--- src/rtl/cmac_pkg.sv ---
// rtl/cmac_pkg.sv - shared types and default timing for the CMAC link watchdog
package cmac_pkg;

   typedef enum logic [1:0] {
      RESET_HOLD = 2'd0,
      WAIT_ALIGN = 2'd1,
      LINKED     = 2'd2
   } cmac_wd_state_t;

   // Defaults assume a 100 MHz init_clk.
   localparam int CMAC_RESET_CYCLES  = 1000;
   localparam int CMAC_ALIGN_TIMEOUT = 100_000_000;
   localparam int CMAC_STABLE_CYCLES = 1024;
   localparam int CMAC_CNT_W         = 16;

   function automatic int max3(input int a, input int b, input int c);
      int m;
      m = (a > b) ? a : b;
      return (m > c) ? m : c;
   endfunction

endpackage

--- src/rtl/cmac_link_watchdog_sync.sv ---
// rtl/cmac_link_watchdog_sync.sv - two-flop level synchronizer, xpm_cdc_single style (SRC_INPUT_REG=0)
module cmac_link_watchdog_sync #(
   parameter int DEST_SYNC_FF = 2
) (
   input  logic dest_clk,
   input  logic dest_rstn,
   input  logic src_in,
   output logic dest_out
);

   logic [DEST_SYNC_FF-1:0] sync_q;

   always_ff @(posedge dest_clk or negedge dest_rstn) begin
      if (!dest_rstn) begin
         sync_q <= '0;
      end else begin
         sync_q <= {sync_q[DEST_SYNC_FF-2:0], src_in};
      end
   end

   assign dest_out = sync_q[DEST_SYNC_FF-1];

endmodule

--- src/rtl/cmac_link_watchdog.sv ---
// rtl/cmac_link_watchdog.sv - CMAC bring-up supervisor: reset hold, alignment timeout, debounced link_up
// Optional drop statistics counter enabled by CMAC_WD_STATS_EN.
module cmac_link_watchdog
   import cmac_pkg::*;
#(
   parameter int RESET_CYCLES  = CMAC_RESET_CYCLES,
   parameter int ALIGN_TIMEOUT = CMAC_ALIGN_TIMEOUT,
   parameter int STABLE_CYCLES = CMAC_STABLE_CYCLES,
   parameter int CNT_W         = CMAC_CNT_W
) (
   input  logic             init_clk,
   input  logic             init_resetn,
   input  logic             rx_aligned,
   input  logic             force_reset,
   output logic             cmac_reset,
   output logic             link_up,
   output logic [CNT_W-1:0] retry_count,
   output logic [CNT_W-1:0] drop_count
);

   localparam int TW = $clog2(max3(RESET_CYCLES, ALIGN_TIMEOUT, STABLE_CYCLES)) + 1;
   localparam logic [TW-1:0] HOLD_LAST    = TW'(RESET_CYCLES - 1);
   localparam logic [TW-1:0] TIMEOUT_LAST = TW'(ALIGN_TIMEOUT - 1);
   localparam logic [TW-1:0] STABLE_LAST  = TW'(STABLE_CYCLES - 1);

   cmac_wd_state_t   state_q, state_d;
   logic [TW-1:0]    timer_q, timer_d;
   logic [TW-1:0]    stable_q, stable_d;
   logic [CNT_W-1:0] retry_q;
   logic             cmac_reset_q, link_up_q;
   logic             retry_inc, drop_inc;
   logic             aligned_s;

   cmac_link_watchdog_sync #(
      .DEST_SYNC_FF (2)
   ) u_sync (
      .dest_clk  (init_clk),
      .dest_rstn (init_resetn),
      .src_in    (rx_aligned),
      .dest_out  (aligned_s)
   );

   always_comb begin
      state_d   = state_q;
      timer_d   = timer_q;
      stable_d  = stable_q;
      retry_inc = 1'b0;
      drop_inc  = 1'b0;
      if (force_reset) begin
         state_d  = RESET_HOLD;
         timer_d  = '0;
         stable_d = '0;
      end else begin
         case (state_q)
            RESET_HOLD: begin
               if (timer_q == HOLD_LAST) begin
                  state_d  = WAIT_ALIGN;
                  timer_d  = '0;
                  stable_d = '0;
               end else begin
                  timer_d = timer_q + 1'b1;
               end
            end
            WAIT_ALIGN: begin
               timer_d  = timer_q + 1'b1;
               stable_d = aligned_s ? stable_q + 1'b1 : '0;
               // Alignment completing on the timeout cycle counts as success.
               if (aligned_s && (stable_q == STABLE_LAST)) begin
                  state_d  = LINKED;
                  timer_d  = '0;
                  stable_d = '0;
               end else if (timer_q == TIMEOUT_LAST) begin
                  state_d   = RESET_HOLD;
                  timer_d   = '0;
                  stable_d  = '0;
                  retry_inc = 1'b1;
               end
            end
            LINKED: begin
               if (!aligned_s) begin
                  state_d  = WAIT_ALIGN;
                  timer_d  = '0;
                  stable_d = '0;
                  drop_inc = 1'b1;
               end
            end
            default: begin
               state_d  = RESET_HOLD;
               timer_d  = '0;
               stable_d = '0;
            end
         endcase
      end
   end

   always_ff @(posedge init_clk or negedge init_resetn) begin
      if (!init_resetn) begin
         state_q      <= RESET_HOLD;
         timer_q      <= '0;
         stable_q     <= '0;
         retry_q      <= '0;
         cmac_reset_q <= 1'b1;
         link_up_q    <= 1'b0;
      end else begin
         state_q      <= state_d;
         timer_q      <= timer_d;
         stable_q     <= stable_d;
         cmac_reset_q <= (state_d == RESET_HOLD);
         link_up_q    <= (state_d == LINKED);
         if (retry_inc && (retry_q != {CNT_W{1'b1}})) begin
            retry_q <= retry_q + 1'b1;
         end
      end
   end

`ifdef CMAC_WD_STATS_EN
   logic [CNT_W-1:0] drop_q;

   always_ff @(posedge init_clk or negedge init_resetn) begin
      if (!init_resetn) begin
         drop_q <= '0;
      end else if (drop_inc && (drop_q != {CNT_W{1'b1}})) begin
         drop_q <= drop_q + 1'b1;
      end
   end

   assign drop_count = drop_q;
`else
   logic unused_drop_inc;
   assign unused_drop_inc = drop_inc;
   assign drop_count      = '0;
`endif

   assign cmac_reset  = cmac_reset_q;
   assign link_up     = link_up_q;
   assign retry_count = retry_q;

endmodule

--- config.mk ---
export PLATFORM = sky130hd
export DESIGN_NAME = cmac_link_watchdog
export DESIGN_NICKNAME = d
export VERILOG_FILES = /design/src/rtl/cmac_pkg.sv /design/src/rtl/cmac_link_watchdog_sync.sv /design/src/rtl/cmac_link_watchdog.sv
export SDC_FILE = /design/constraint.sdc
export NUM_CORES = 1
export LEC_CHECK = 0
export ABC_AREA = 1
export BUFFER_PORTS_ARGS = -buffer_cell sky130_fd_sc_hd__buf_2
export CAP_MARGIN = 20
export CELL_PAD_IN_SITES_DETAIL_PLACEMENT = 0
export CELL_PAD_IN_SITES_GLOBAL_PLACEMENT = 1
export CORE_MARGIN = 5
export CORE_UTILIZATION = 40
export DETAILED_ROUTE_END_ITERATION = 8
export GPL_ROUTABILITY_DRIVEN = 1
export PLACE_DENSITY = 0.81
export SLEW_MARGIN = 20
export SYNTH_ARGS = -nofsm -noshare
export SYNTH_HDL_FRONTEND = slang
export SYNTH_SLANG_ARGS = --single-unit
export TNS_END_PERCENT = 10
--- constraint.sdc ---
create_clock -name init_clk -period 1.8 [get_ports init_clk]
set_input_delay 0.18 -clock init_clk [delete_from_list [all_inputs] [get_ports init_clk]]
set_output_delay 0.18 -clock init_clk [all_outputs]
set_load 0.1 [all_outputs]
* After elaboration in Yosys (flattened, before gate mapping) *
Index checks and enable logic that the tools add are counted.

storage, ports and cells
  register bits = 78
  bits of input ports = 4
  output and inout port bits = 34

operators by class
  eq/ne operators = 9
  reductions and logical operators = 5
  mux-type cells = 22
  add/sub/neg operators = 3

operators by type and width
  kind                                                                     number
  28-bit 2-to-1 mux                                                        10
  28-bit case mux with 3 select lines                                      2
  28-bit by 1-bit adder with 28-bit output, second input constant          2
  28-bit by 10-bit equality test with 1-bit output, second input constant  2
  28-bit by 27-bit equality test with 1-bit output, second input constant  1
  16-bit by 1-bit adder with 16-bit output, second input constant          1
  16-bit inequality test, second input constant                            1
  2-bit 2-to-1 mux                                                         5
  3-bit inequality test, second input constant                             2
  2-bit case mux with 3 select lines                                       1
  2-bit equality test, second input constant                               2
  2-bit logical NOT                                                        2
  1-bit 2-to-1 mux                                                         4
  2-bit by 1-bit equality test with 1-bit output, second input constant    1
  1-bit logical AND                                                        2
  2-bit AND reduction                                                      1

* Depth between registers and ports, before layout *
Gate-level depths: netlist of run 1.

  word-level depth = 6
  mapped depth = 13

* Modules after synthesis *
From an unflattened synthesis of run 1, not the netlist that was laid out.

second synthesis, totals
  cell total of the unflattened synthesis = 888
  area, all modules = 5,711.7 um2

by module, submodules not included
  module                   times used  seq. area each (um2)  area an instance (um2)  cells an instance
  cmac_link_watchdog       1           1,903.1               5,661.7                 886
  cmac_link_watchdog_sync  1           50.0                  50.0                    2

* Worst setup path after synthesis of run 1 *
OpenSTA, ideal clock, no wires.

  path type = flip-flop to flip-flop
  start = register retry_q[0], in the netlist retry_count[0]
  end = register retry_q[1], in the netlist retry_count[1]
  data arrival time = 2,249 ps
  path slack = -568 ps
  buffers on the path = 1
  cell stages (with the launch flop) = 12
  period minus slack after synthesis = 2,368 ps
  library setup time = 120 ps
  cell sequence = dfrtp_1 > ha_1 > inv_1 > nor2_2 > nand2_1 > nor2_2 > nand3_1 > nand3_2 > nor2_4 > buf_6 > nor2_1 > nor2_1

between the ends
  word-level cells in the longest chain between the ends = 2
  elaborated cells on any way between the ends = 3
  classes of those cells = 1 x add/sub; 1 x eq/ne; 1 x reduce/logical

RTL lines
  what                                                                                              RTL line                   text
  from (decl)                                                                                       cmac_link_watchdog.sv:29   logic [CNT_W-1:0] retry_q;
  from (signal assigned)                                                                            cmac_link_watchdog.sv:111  retry_q <= retry_q + 1'b1;
  parallel branches: the longest is 2 deep, another holds 16-bit by 1-bit adder with 16-bit output  n/a

Several ways; the timed one is not identified.
A chain may end at the register's enable or synchronous reset.

* Worst setup path after layout of run 1 *
  start = register timer_q[0]
  end = register timer_q[21]

between the ends
  word-level cells in the longest chain between the ends = 5
  elaborated cells on any way between the ends = 8
  classes of those cells = 1 x add/sub; 2 x eq/ne; 5 x mux

RTL lines
  what                                                                                                          RTL line                                                                      text
  from (decl)                                                                                                   cmac_link_watchdog.sv:27                                                      logic [TW-1:0] timer_q, timer_d;
  from (signal assigned)                                                                                        cmac_link_watchdog.sv:106                                                     timer_q <= timer_d;
  28-bit by 1-bit adder with 28-bit output or 28-bit by 27-bit equality test with 1-bit output (tied branches)  cmac_link_watchdog.sv:61, cmac_link_watchdog.sv:65, cmac_link_watchdog.sv:72
  28-bit 2-to-1 mux                                                                                             cmac_link_watchdog.sv:72                                                      end else if (timer_q == TIMEOUT_LAST) begin
  28-bit 2-to-1 mux                                                                                             cmac_link_watchdog.sv:68                                                      if (aligned_s && (stable_q == STABLE_LAST)) begin
  28-bit case mux with 3 select lines *                                                                         cmac_link_watchdog.sv:54                                                      case (state_q)
  28-bit 2-to-1 mux *                                                                                           cmac_link_watchdog.sv:49                                                      if (force_reset) begin

Every way passes the cells marked *; elsewhere a longest branch is shown, timed or not.

==> results of run 1 <==
## cell families after synthesis
group,Yosys count
compound gates,75
xor+xnor,30
fa+ha+maj,3
buf+inv,126
flops,78
other cells,1
simple gates,485
## critical path: stages, from the launching register on
cell and delay [ns]:
dfrtp_1 0.39, ha_4 0.17, nand2_4 0.06, inv_2 0.06
nand2_1 0.04, or2_1 0.24, nor2_2 0.13, nand2_2 0.10
nand2_2 0.12, nand2_8 0.10, buf_6 0.14, nand3b_1 0.07
nand2_1 0.05
## synthesized netlist by cell type (2+ instances only)
library cell,instances
nand4_1,29
nor2_2,10
xor2_1,28
nand2_1,209
o21bai_1,3
nor3_1,24
and2_1,2
nand2_4,4
a21oi_2,14
o21ai_1,13
clkbuf_1,3
nor3_2,4
clkinv_1,2
buf_4,17
buf_12,2
nand3_2,3
xnor2_1,2
dfrtp_1,77
a21oi_1,6
o31ai_1,4
inv_2,5
nand2_2,7
nor2_1,104
ha_1,3
inv_1,84
o21ai_0,27
nand3_1,73
buf_6,2
o21ai_2,6
nand3b_1,4
nor2_4,8
buf_2,9
## power breakdown
part	leakage, nW	total (mW)	switching, mW	internal, mW
Clock	0.137	1.72	0.715	1.01
Sequential	1.03	1.77	0.00805	1.76
Combinational	1.85	0.296	0.251	0.0453
Total	3.02	3.79	0.974	2.81
## area by class of cell
type                       instances  area share, %
tap                              180           3.31
inverter                          93           5.25
clock inverter                     2          0.147
timing repair buffer              94           10.3
multi-input combinational        612           48.0
clock buffer                      14           3.88
sequential                        78           29.1
## routing by layer
metal  wire length, um  global-route usage [%]
met1              7050                    25.5
met2              7380                    30.9
met3               499                    3.42
met4               210                    4.49
met5                 0                       0
## sequential cells by signal (all words and copies together), names as in the netlist
signal and count:
cmac_reset 1, stable_q 28, retry_count 16, link_up 1, timer_q 28, u_sync.sync_q 2
state_q 2
## worst paths after layout
check	depth (start not counted)	endpoint	start	slack [ns]
setup / recovery	12	timer_q[21]	timer_q[0]	0.02
hold / removal	2	state_q[0]	force_reset	0.11
setup reg to reg	12	timer_q[21]	timer_q[0]	0.02
hold reg to reg	0	u_sync.sync_q[1]	u_sync.sync_q[0]	0.36
max in group asynchronous	3	retry_count[0]	init_resetn	0.89
min in group asynchronous	2	stable_q[23]	init_resetn	0.27
## timing repair
item / in CTS / in global routing
hold buffers: 2 / 0
setup buffers: 2 / 2
endpoints found under the setup margin: 63 / 72
pin swaps: 5 / 7
resized for setup: 9 / 37
gates cloned: 1 / 2
endpoints found under the hold margin: 22 / 0
==> flow_summary.json, run 1 <==
{
  "status": "complete, no violations",
  "dpl-instance-area_sq_um": 6300,
  "setup.worst_path.end_class": "flop",
  "htreeDepth": 3,
  "synth_xor_area_share_pct": 4.71,
  "final_cell_mix": "nand2_1, nor2_1, inv_1",
  "routed_wirelength_um": 15100,
  "synth_compound_area_share_pct": 8.45,
  "ys_types": 42,
  "worstSetupPathType": "flop to flop",
  "start_kind": "flop",
  "drt-initial-drc-count": 406,
  "slew_headroom_pct": 66.9,
  "synthCells": 798,
  "crit_fanout": 4,
  "synth.avg_cell_area_sq_um": 6.99,
  "dieArea_sq_um": 16400,
  "grtUsageTotal_pct": 18.7,
  "synthSimpleGateAreaFrac_pct": 40.3,
  "rsz0062_at_grt": "yes",
  "synth_top_family_by_area": "simple AND/OR/NAND/NOR gates",
  "layout.nets": 895,
  "hp-class": "input pin to flop",
  "worst_slack_ns": 0.0183,
  "drc": 0,
  "port_buffers": 21,
  "initial_core_util_pct": 40.5,
  "tns_ns": 0,
  "cts_tree": "built",
  "worst_clock_skew_ns": 0.00693,
  "ys_ff_latch": 78,
  "syn_to_final_growth_pct": 22.1,
  "finalSetupViolations": 0,
  "die_w_um": 128,
  "period_needed_ns": 1.78,
  "final_util_pct": 49.5,
  "grt_max_degree": 58,
  "fin_area_sq_um": 6810,
  "muxShareOfSynthArea_pct": 0,
  "grt-ovfl-total": 0,
  "synth_adder_area_share_pct": 0.673,
  "ir_drop_uv": 431,
  "hpwl_um": 11000,
  "synthArstFlopShare_pct": 100,
  "hold_violations": 0,
  "whs_ns": 0.108,
  "max_freq_mhz": 561,
  "cts.sinks": 78,
  "pre_cts_ws_ns": -0.0580,
  "leakagePower_nw": 3.02,
  "worstSkewPairLatency_ns": 0.34,
  "clk_pin_slew_ns": 0.06,
  "p_total_mw": 3.79,
  "grt_first_pass_wirelength_um": 24800,
  "ctsRootBufferMaster": "clkbuf_16",
  "rows": 43,
  "routabilityCongestion": 0.903,
  "slew_viol_final": 0,
  "fin_cells": 1073,
  "wl_per_cell_um": 14.1,
  "period_share_pct": 99.0,
  "diodes": 0,
  "clock_path_buffers": 2,
  "dr.pass1.iters": 5,
  "nFillCells": 1433,
  "die_height_um": 128,
  "via_per_inst": 4.93,
  "crit_required_ns": 2.04,
  "post-place-cells": 1048,
  "power_density_nw_per_um2": 556,
  "mostFrequentLayoutCell": "nand2_1",
  "top_level_ports": 38,
  "postRouteAntennaNets": 0,
  "synth_top_area_share_pct": 34.5,
  "synth_area_leaders": "dfrtp_1, nand2_1, nor2_1",
  "synth_edf_count": 0,
  "ys_seq_area_share_pct": 35.0,
  "seqCellArea_sq_um": 1980,
  "grt_pass1_vias": 5006,
  "maxCapViolCount": 0,
  "netlist_area_sq_um": 5580,
  "arrival_ns": 2.02,
  "numCtsBuffers": 9,
  "synth_warnings": 0,
  "ys.flop_type": "dfrtp_1",
  "core_sq_um": 13800,
  "vias": 5291,
  "yosysTopAreaCell": "dfrtp_1",
  "final_layout_size_suffix_gt1_share_pct": 24.3,
  "tightest_slew_ns": 0.493,
  "multiInputGateArea_sq_um": 3270,
  "antenna_found_initial": 0
}
No activity file was read; power rests on OpenSTA's default activity.
==> run 2: changes to the inputs <==
--- a/config.mk
+++ b/config.mk
@@ -15,6 +15,7 @@
 export DETAILED_ROUTE_END_ITERATION = 8
 export GPL_ROUTABILITY_DRIVEN = 1
 export PLACE_DENSITY = 0.81
+export RECOVER_POWER = 100
 export SLEW_MARGIN = 20
 export SYNTH_ARGS = -nofsm -noshare
 export SYNTH_HDL_FRONTEND = slang
==> flow_summary.json, run 2 (synthesis results as in run 1) <==
{
  "status": "complete, no violations",
  "htreeDepth": 3,
  "worst_slack_ns": 0.0188,
  "drc": 0,
  "worst_clock_skew_ns": 0.00707,
  "slew_viol_final": 0,
  "power_density_nw_per_um2": 557,
  "numCtsBuffers": 9,
  "ctsRootBufferMaster": "clkbuf_16",
  "cts.sinks": 78,
  "diodes": 0,
  "routed_wirelength_um": 15100,
  "worstSkewPairLatency_ns": 0.34,
  "top_level_ports": 38,
  "maxCapViolCount": 0,
  "period_share_pct": 99.0,
  "wl_per_cell_um": 14.1,
  "crit_fanout": 4,
  "grt_first_pass_wirelength_um": 24800,
  "cts_tree": "built",
  "period_needed_ns": 1.78,
  "rows": 43,
  "die_w_um": 128,
  "drt-initial-drc-count": 396,
  "pre_cts_ws_ns": -0.0580,
  "antenna_found_initial": 0,
  "slew_headroom_pct": 61.8,
  "dieArea_sq_um": 16400,
  "tns_ns": 0,
  "postRouteAntennaNets": 0,
  "syn_to_final_growth_pct": 21.8,
  "rsz0062_at_grt": "yes",
  "final_layout_size_suffix_gt1_share_pct": 24.2,
  "start_kind": "flop",
  "hold_violations": 0,
  "mostFrequentLayoutCell": "nand2_1",
  "grt_pass1_vias": 5006,
  "layout.nets": 895,
  "via_per_inst": 4.93,
  "core_sq_um": 13800,
  "vias": 5294,
  "final_util_pct": 49.4,
  "die_height_um": 128,
  "arrival_ns": 2.02,
  "ir_drop_uv": 431,
  "finalSetupViolations": 0,
  "routabilityCongestion": 0.903,
  "fin_area_sq_um": 6800,
  "leakagePower_nw": 3.01,
  "worstSetupPathType": "flop to flop",
  "tightest_slew_ns": 0.572,
  "crit_required_ns": 2.04,
  "dr.pass1.iters": 5,
  "grt-ovfl-total": 0,
  "initial_core_util_pct": 40.5,
  "grtUsageTotal_pct": 18.7,
  "max_freq_mhz": 561,
  "final_cell_mix": "nand2_1, nor2_1, inv_1",
  "port_buffers": 21,
  "nFillCells": 1437,
  "hpwl_um": 11000,
  "clock_path_buffers": 2,
  "clk_pin_slew_ns": 0.06,
  "grt_max_degree": 58,
  "hp-class": "input pin to flop",
  "setup.worst_path.end_class": "flop",
  "whs_ns": 0.107,
  "dpl-instance-area_sq_um": 6300
}
-- run 2: per-stage QoR --
step / cells / total power, mW
2_1_floorplan: 813 / 2.03
3_3_place_gp: 1048 / 2.08
3_5_place_dp: 1048 / 2.08
4_1_cts: 1069 / 3.83
5_1_grt: 1073 / 3.94
6_report: 1073 / 3.79
-- run 2: final timing paths --
path | from | to | slack, ns | cells past startpoint
min in group asynchronous | init_resetn | stable_q[23] | 0.37 | 2
max in group asynchronous | init_resetn | retry_count[0] | 0.47 | 3
worst min-delay path | force_reset | state_q[0] | 0.11 | 2
worst min register to register | u_sync.sync_q[0] | u_sync.sync_q[1] | 0.36 | 0
worst max register to register | timer_q[0] | timer_q[21] | 0.02 | 12
worst max-delay path | timer_q[0] | timer_q[21] | 0.02 | 12
-- run 2: layout make-up --
class / instances / area, sq um / area share [%]
inverter: 93 / 358 / 5.26
sequential: 78 / 1980 / 29.1
clock buffer: 14 / 264 / 3.88
multi-input combinational: 612 / 3270 / 48.1
timing repair buffer: 94 / 689 / 10.1
tap: 180 / 225 / 3.31
clock inverter: 2 / 10.0 / 0.147
-- run 2: metal layers --
metal,track usage [%],wire length [um]
met1,25.5,6960
met2,30.9,7370
met3,3.42,576
met4,4.49,210
met5,0,0
-- run 2: power breakdown --
part,total [mW],switching [mW],internal [mW]
clock network,1.72,0.716,1.01
registers,1.77,0.00804,1.76
logic,0.293,0.250,0.0422
total,3.79,0.975,2.81
-- run 2: what timing repair did --
item / 4_1_cts / 5_1_grt
setup buffers: 2 / 2
gates resized for setup: 9 / 37
endpoints found under the hold margin: 22 / 0
hold buffers: 2 / 0
setup endpoints to repair: 63 / 72
pin swaps: 5 / 7
cloned: 1 / 2
-- run 2: critical path, cell delays in order, from the launching register on --
cell and delay (ns):
dfrtp_1 0.39, ha_4 0.17, nand2_4 0.06, inv_2 0.06, nand2_1 0.04, or2_1 0.24
nor2_2 0.13, nand2_2 0.10, nand2_2 0.12, nand2_8 0.10, buf_6 0.14, nand3b_1 0.07
nand2_1 0.05
